**config.mk**
```make
export PLATFORM = sky130hd
export DESIGN_NAME = reg_file_param
export DESIGN_NICKNAME = d
export VERILOG_FILES = /design/src/rtl/reg_file_param.sv
export SDC_FILE = /design/constraint.sdc
export NUM_CORES = 1
export LEC_CHECK = 0
export BUFFER_PORTS_ARGS = -buffer_cell sky130_fd_sc_hd__buf_2
export CORE_UTILIZATION = 30
export CTS_CLUSTER_DIAMETER = 80
export DETAILED_ROUTE_END_ITERATION = 7
export GPL_ROUTABILITY_DRIVEN = 0
export GPL_TIMING_DRIVEN = 0
export MAX_ROUTING_LAYER = met4
export PLACE_DENSITY = 0.61
export REMOVE_ABC_BUFFERS = 1
export SYNTH_ARGS = -nofsm -noshare
export SYNTH_HDL_FRONTEND = slang
export SYNTH_SLANG_ARGS = --single-unit
```
**constraint.sdc**
```tcl
create_clock -name CLK -period 1.86 [get_ports CLK]
set_input_delay 0.465 -clock CLK [delete_from_list [all_inputs] [get_ports CLK]]
set_output_delay 0.465 -clock CLK [all_outputs]
set_load 0.005 [all_outputs]
```
**src/rtl/reg_file_param.sv**
```systemverilog
// reg_file_param: parametrised register file with post-reset clear, registered reads, write bypass and immediate mode
module reg_file_param #(
  parameter int DATA_W   = 8,
  parameter int NUM_REGS = 4,
  parameter int ADDR_W   = 2,
  parameter int IMM_W    = 3
) (
  input  logic              CLK,
  input  logic              RST_N,
  input  logic [ADDR_W-1:0] rd,
  input  logic [ADDR_W-1:0] rs,
  input  logic              reg_select,
  input  logic              imm_select,
  input  logic [IMM_W-1:0]  imm,
  input  logic [DATA_W-1:0] write_data,
  output logic [DATA_W-1:0] rd_data,
  output logic [DATA_W-1:0] rs_data,
  output logic [DATA_W-1:0] store_data,
  output logic              busy
);
  localparam logic CLEAR = 1'b0;
  localparam logic READY = 1'b1;
  localparam logic [ADDR_W:0]   NR   = (ADDR_W+1)'(NUM_REGS);
  localparam logic [ADDR_W-1:0] LAST = ADDR_W'(NUM_REGS - 1);
  logic              state_q, state_d;
  logic [ADDR_W-1:0] ptr_q, ptr_d;
  logic              busy_q, busy_d;
  logic [DATA_W-1:0] rd_data_q, rd_data_d;
  logic [DATA_W-1:0] rs_data_q, rs_data_d;
  logic [DATA_W-1:0] store_data_q, store_data_d;
  logic [DATA_W-1:0] mem_q [NUM_REGS];
  logic              rd_ok, rs_ok, wr_en;
  logic [DATA_W-1:0] rd_val, rs_val;
  // bypassed read values, clear sequencing and next-state of every output register
  always_comb begin
    rd_ok        = {1'b0, rd} < NR;
    rs_ok        = {1'b0, rs} < NR;
    wr_en        = state_q == READY && reg_select && rd_ok;
    rd_val       = !rd_ok ? '0 : wr_en ? write_data : mem_q[rd];
    rs_val       = !rs_ok ? '0 : (wr_en && rs == rd) ? write_data : mem_q[rs];
    state_d      = (state_q == CLEAR && ptr_q == LAST) ? READY : state_q;
    ptr_d        = state_q == CLEAR ? ptr_q + 1'b1 : ptr_q;
    busy_d       = state_d == CLEAR;
    rs_data_d    = state_q == READY ? rs_val : rs_data_q;
    rd_data_d    = state_q == READY ? (imm_select ? DATA_W'(imm) : rd_val) : rd_data_q;
    store_data_d = (state_q == READY && imm_select) ? rd_val : store_data_q;
  end
  // control and output registers; reset aborts straight back to the start of the clear sweep
  always_ff @(posedge CLK or negedge RST_N) begin
    if (!RST_N) begin
      state_q      <= CLEAR;
      ptr_q        <= '0;
      busy_q       <= 1'b1;
      rd_data_q    <= '0;
      rs_data_q    <= '0;
      store_data_q <= '0;
    end else begin
      state_q      <= state_d;
      ptr_q        <= ptr_d;
      busy_q       <= busy_d;
      rd_data_q    <= rd_data_d;
      rs_data_q    <= rs_data_d;
      store_data_q <= store_data_d;
    end
  end
  // storage: the clear sweep zeroes one entry per cycle, user writes land only once READY
  always_ff @(posedge CLK) begin
    if (state_q == CLEAR) mem_q[ptr_q] <= '0;
    else if (wr_en) mem_q[rd] <= write_data;
  end
  assign rd_data    = rd_data_q;
  assign rs_data    = rs_data_q;
  assign store_data = store_data_q;
  assign busy       = busy_q;
endmodule

```
---- Word-level counts from Yosys, hierarchy flattened ----
Memory sizes are Yosys's and may differ from the RTL's. A register that Yosys moved wholly into a read port is not among the register bits.
Index checks and enable logic that the tools add are counted.
word-level totals
  register bits after elaboration ......... 20
  bits in writable memories ............... 32
  input port bits ......................... 19
  output and inout port bits .............. 25
  logic and storage cells ................. 25
  memories kept ........................... 1
memory list
  memory  words  bits a word  rd ports  clocked after Yosys merged registers in  write ports  line  RTL
  mem_q   4      8            2         1                                        1            31    logic [DATA_W-1:0] mem_q [NUM_REGS];
cells by class
  $add $sub $neg .......................... 1
  eq/ne operators ......................... 1
  multiplexer cells ....................... 10
  bitwise logic cells ..................... 2
  reduce and logical (&&, ||, !) cells .... 5
operator list
  cell                                         count
  two-way mux 8 bit                            3
  OR reduction 8 bit                           1
  two-way mux 1 bit                            6
  logical AND 1 bit                            3
  adder 2 x 1 -> 2 bit, second input constant  1
  equality test 2 bit, second input constant   1
  two-way mux 2 bit                            1
  NOT 1 bit                                    2
  zero test 1 bit                              1

---- Longest topological paths before layout ----
  depth after elaboration ................. 6
  depth in mapped cells ................... 7
  mapped depth without buffers ............ 5

---- Worst setup path before layout ----
Ideal clock, no wire load.
  kind .................................... in2reg
  start point ............................. input rd[1]
  end point ............................... memory mem_q[3][0], enable pin
  setup time .............................. 388 ps
  arrival ................................. 1481 ps
  data required time ...................... 1472 ps
  path slack .............................. -9 ps
  stages .................................. 3
  path buffers ............................ 1
  cells stage by stage .................... buf_2 -> inv_1 -> o32ai_1
on the way
  longest elaborated chain between the ends .. 1
RTL lines
  element                             line  RTL
  start, declared                     10    input logic [ADDR_W-1:0] rd,
  two-way mux 2 bit (no source line)  --
  end, declared                       31
Every way passes these cells.

==> impl_results.md <==
- Clk_lat worst skew: 0.33 ns
- All-Layer GR Usage: 0.138
- Synthesized instance count: ~210
- EDFF count, synth: 32
- Sequential share of the synthesized area: 0.591
- Ys Warns: 0
- Post-Syn Area per Cell: 13.7 µm²
- Sequential power share: 0.474
- Io pins: 44
- Core Area: 8890 µm²
- Internal cell power: 2.44 mW
- PortBufs: 43
- Async S/R FF share, synth: 0.467
- Worst hold path type: in -> async
- CP Data Required Time: 2.07 ns
- Routing usage on met3: 0.0319
- Total Power: 3.16 mW
- Largest net degree at the start of global routing: 29
- R2r worst-path depth: 4
- Largest area contributor in the netlist: edfxtp_1
- Slew Limit Fails: 0
- Hold WS: 0.145 ns
- Util after Layout: 0.387
- CTS sink count: 60
- Congestion Overflow GR: 0
- Setup WS post-layout: 0.0742 ns
- CP arrival: around 2.0 ns
- Design area: 3440 µm²
- Leakage Power: approximately 1.4 nW
- Root buf cell: clkbuf_8
- Routed length per instance: between 15 and 20 µm
- Area Growth Syn to Fin: 22.4%
- Post-Synth Adder-Cell Area: 0.00445
- Simple-gate portion of the synthesized area: 0.0805
- Fraction of layout cells with a size suffix above 1: 0.387
- First-pass GRT wire length: 9780 µm
- H-tree Lvls: 3
- Ant diodes: 0
- Wirelength, routed: 6090 µm
- Initial core utilization: 0.316
- Status: finished clean
- Minimum clock period: 1.79 ns
- Max cap viols: 0
- Worst-margin pin slew: 0.630 ns
- Mapped Area: 2810 µm²
- RR Endpoint: rs_data[0]$_DFFE_PN0P_
- FF-to-FF Start: state_q$_DFF_PN0_
- Switching part of the total: 0.230
- Setup Skew: 0.00484 ns
- DRC: 0
- Fin crit share: 0.960
- Startpoint Class: flip-flop
- RSZ-0062 raised after global routing: no
- Top post-synthesis cells by area: edfxtp_1, dfrtp_1, mux4_2
- Post-CTS Hold Buffers: 0
- P_sw: 0.729 mW
- Clock buffer depth: 2
- Post-Synth XOR/XNOR Area: 0.00934
- Area after DPL: between 3000 and 4000 µm²
- Fmax achieved: 560 MHz
- Remaining antenna violation count: 0
- Post-synthesis mux area share: 0.132
- FF+latch count, synth: 60
- Kind of critical path: reg -> reg
- Vias in the first global route: 1910
- Peak VDD IR: 0.401 mV
- Primary FF master, synth: edfxtp_1
- Vias per std cell: 5.15
- HPWL after DPL: between 4000 and 5000 µm
- Top-area cell type share of the netlist area: 0.342
- M2 GR Usage: 0.216
- Width of the die: 98.8 µm
- Die area: 9770 µm²
- R2R setup slack: 0.07 ns
- CTS Buf Count: 9
- Final hold violations: 0
- Compound-Gate Fraction of Synth Area: 0.134
- CTS tree: built
- Placement Rows: 34
- Via count: 1873
- Main combinational cell family by area after synthesis: compound AO/OA/AOI/OAI gates
- CP max FO: 24
- Combinational power share: 0.105
- Initial DRC Count: 67
- Crit end category: flip-flop
- Max-Slew Margin vs Limit: 0.580
- Clock power frac: 0.421
- Die height: just under 100 µm
- Pre-Repair DR Iteration Count: 5
- Clock Pin Slew Worst Setup and Hold Paths: 0.07 ns
- Post-synth top cells: edfxtp_1, nand2_1, dfrtp_1
- Met1 Resource Use GR: 0.164
- Initial antenna violation count: 0
- Post-Place Worst Slack: -0.866 ns
- Top Usage Layer GRT: met2
- # nets final: 271
- Final setup fails: 0
- Synth unique cells: 32
- Pwr dens: 919 nW/µm²
==> how the worst max path moves through the flow <==
| stage | cells past startpoint | slack, ns | end | start |
|---|---|---|---|---|
| CTS | 4 | 0.005 | rs_data[0]$_DFFE_PN0P_ | state_q$_DFF_PN0_ |
| global route | 4 | 0.007 | rs_data[6]$_DFFE_PN0P_ | state_q$_DFF_PN0_ |
| global placement | 2 | -1.43 | mem_q[1][4]$_DFFE_PP_ | state_q$_DFF_PN0_ |
| finish | 4 | 0.07 | rs_data[0]$_DFFE_PN0P_ | state_q$_DFF_PN0_ |
| detailed placement | 2 | -0.87 | mem_q[1][7]$_DFFE_PP_ | state_q$_DFF_PN0_ |
| floorplan | 2 | -0.33 | mem_q[3][0]$_DFFE_PP_ | state_q$_DFF_PN0_ |
==> cells by family (layout without fill, tap and decap cells) <==
logic type / Yosys count / count (layout)
adders and majority gates: 1 / 1
AOI/OAI and AO/OA: 44 / 44
buffers and inverters: 27 / 78
and+or+nand+nor: 53 / 53
DFF: 60 / 60
muxes: 17 / 17
xor gates and xnor gates: 3 / 3
==> cells in the final DEF, fill, tap and decap left out, drive strengths merged, types with 2 or more instances in the layout <==
| master | instances |
|---|---|
| xnor2 | 3 |
| edfxtp | 32 |
| clkbuf | 12 |
| buf | 48 |
| o32ai | 2 |
| a221o | 3 |
| nor2 | 11 |
| clkinvlp | 2 |
| a21oi | 10 |
| nand3 | 2 |
| inv | 12 |
| a32o | 2 |
| a31oi | 11 |
| nand2 | 32 |
| clkinv | 3 |
| o2bb2ai | 5 |
| and2 | 2 |
| mux4 | 16 |
| o221ai | 8 |
| dfrtp | 27 |
| and3 | 4 |
==> per-stage QoR <==
stage	setup TNS, ns	instances
floorplan	-5.33	191
global placement	-27.20	342
detailed placement	-19.21	342
CTS	0	361
global route	0	364
finish	0	364
==> power groups by stage <==
stage          Combinational (mW)  Clock (mW)  Sequential [mW]
2_1_floorplan               0.172           0             1.53
4_1_cts                     0.339        1.35             1.50
3_3_place_gp                0.320           0             1.53
6_report                    0.334        1.33             1.50
5_1_grt                     0.369        1.41             1.51
3_5_place_dp                0.326           0             1.53
==> layout make-up <==
cell class	instances	area [µm²]
repair buffers	48	290
well taps	108	135
clock inverters	4	51.3
inverters	13	52.6
flip-flops and latches	60	1670
repair inverters	1	5.00
fillers	831	5450
multi-input cells	118	1050
clock buffers	12	188
==> layer usage <==
layer,routed length [µm],vias up
met3,337,18
li1,-,873
met1,2650,923
met5,0,-
met4,199,0
met2,2900,59
==> critical path, stage by stage, from the launching register on <==
cell and delay, ns:
dfrtp_4 0.60, and2_2 0.33, a22o_2 0.29, and3_4 0.32
o221ai_2 0.11
==> timing repair <==
| action | CTS | global route |
|---|---|---|
| setup endpoints to repair | 37 | 8 |
| buffers inserted | 2 | 3 |
| cloned | 1 | 0 |
| pin swaps | 2 | 0 |
| gates resized for setup | 7 | 0 |
==> registers in the layout, summed over array words and instances (netlist names) <==
name and count:
ptr_q 2, mem_q 32, rs_data 8, store_data 8, rd_data 8, busy 1
state_q 1
No activity file was read; power rests on OpenSTA's default activity.
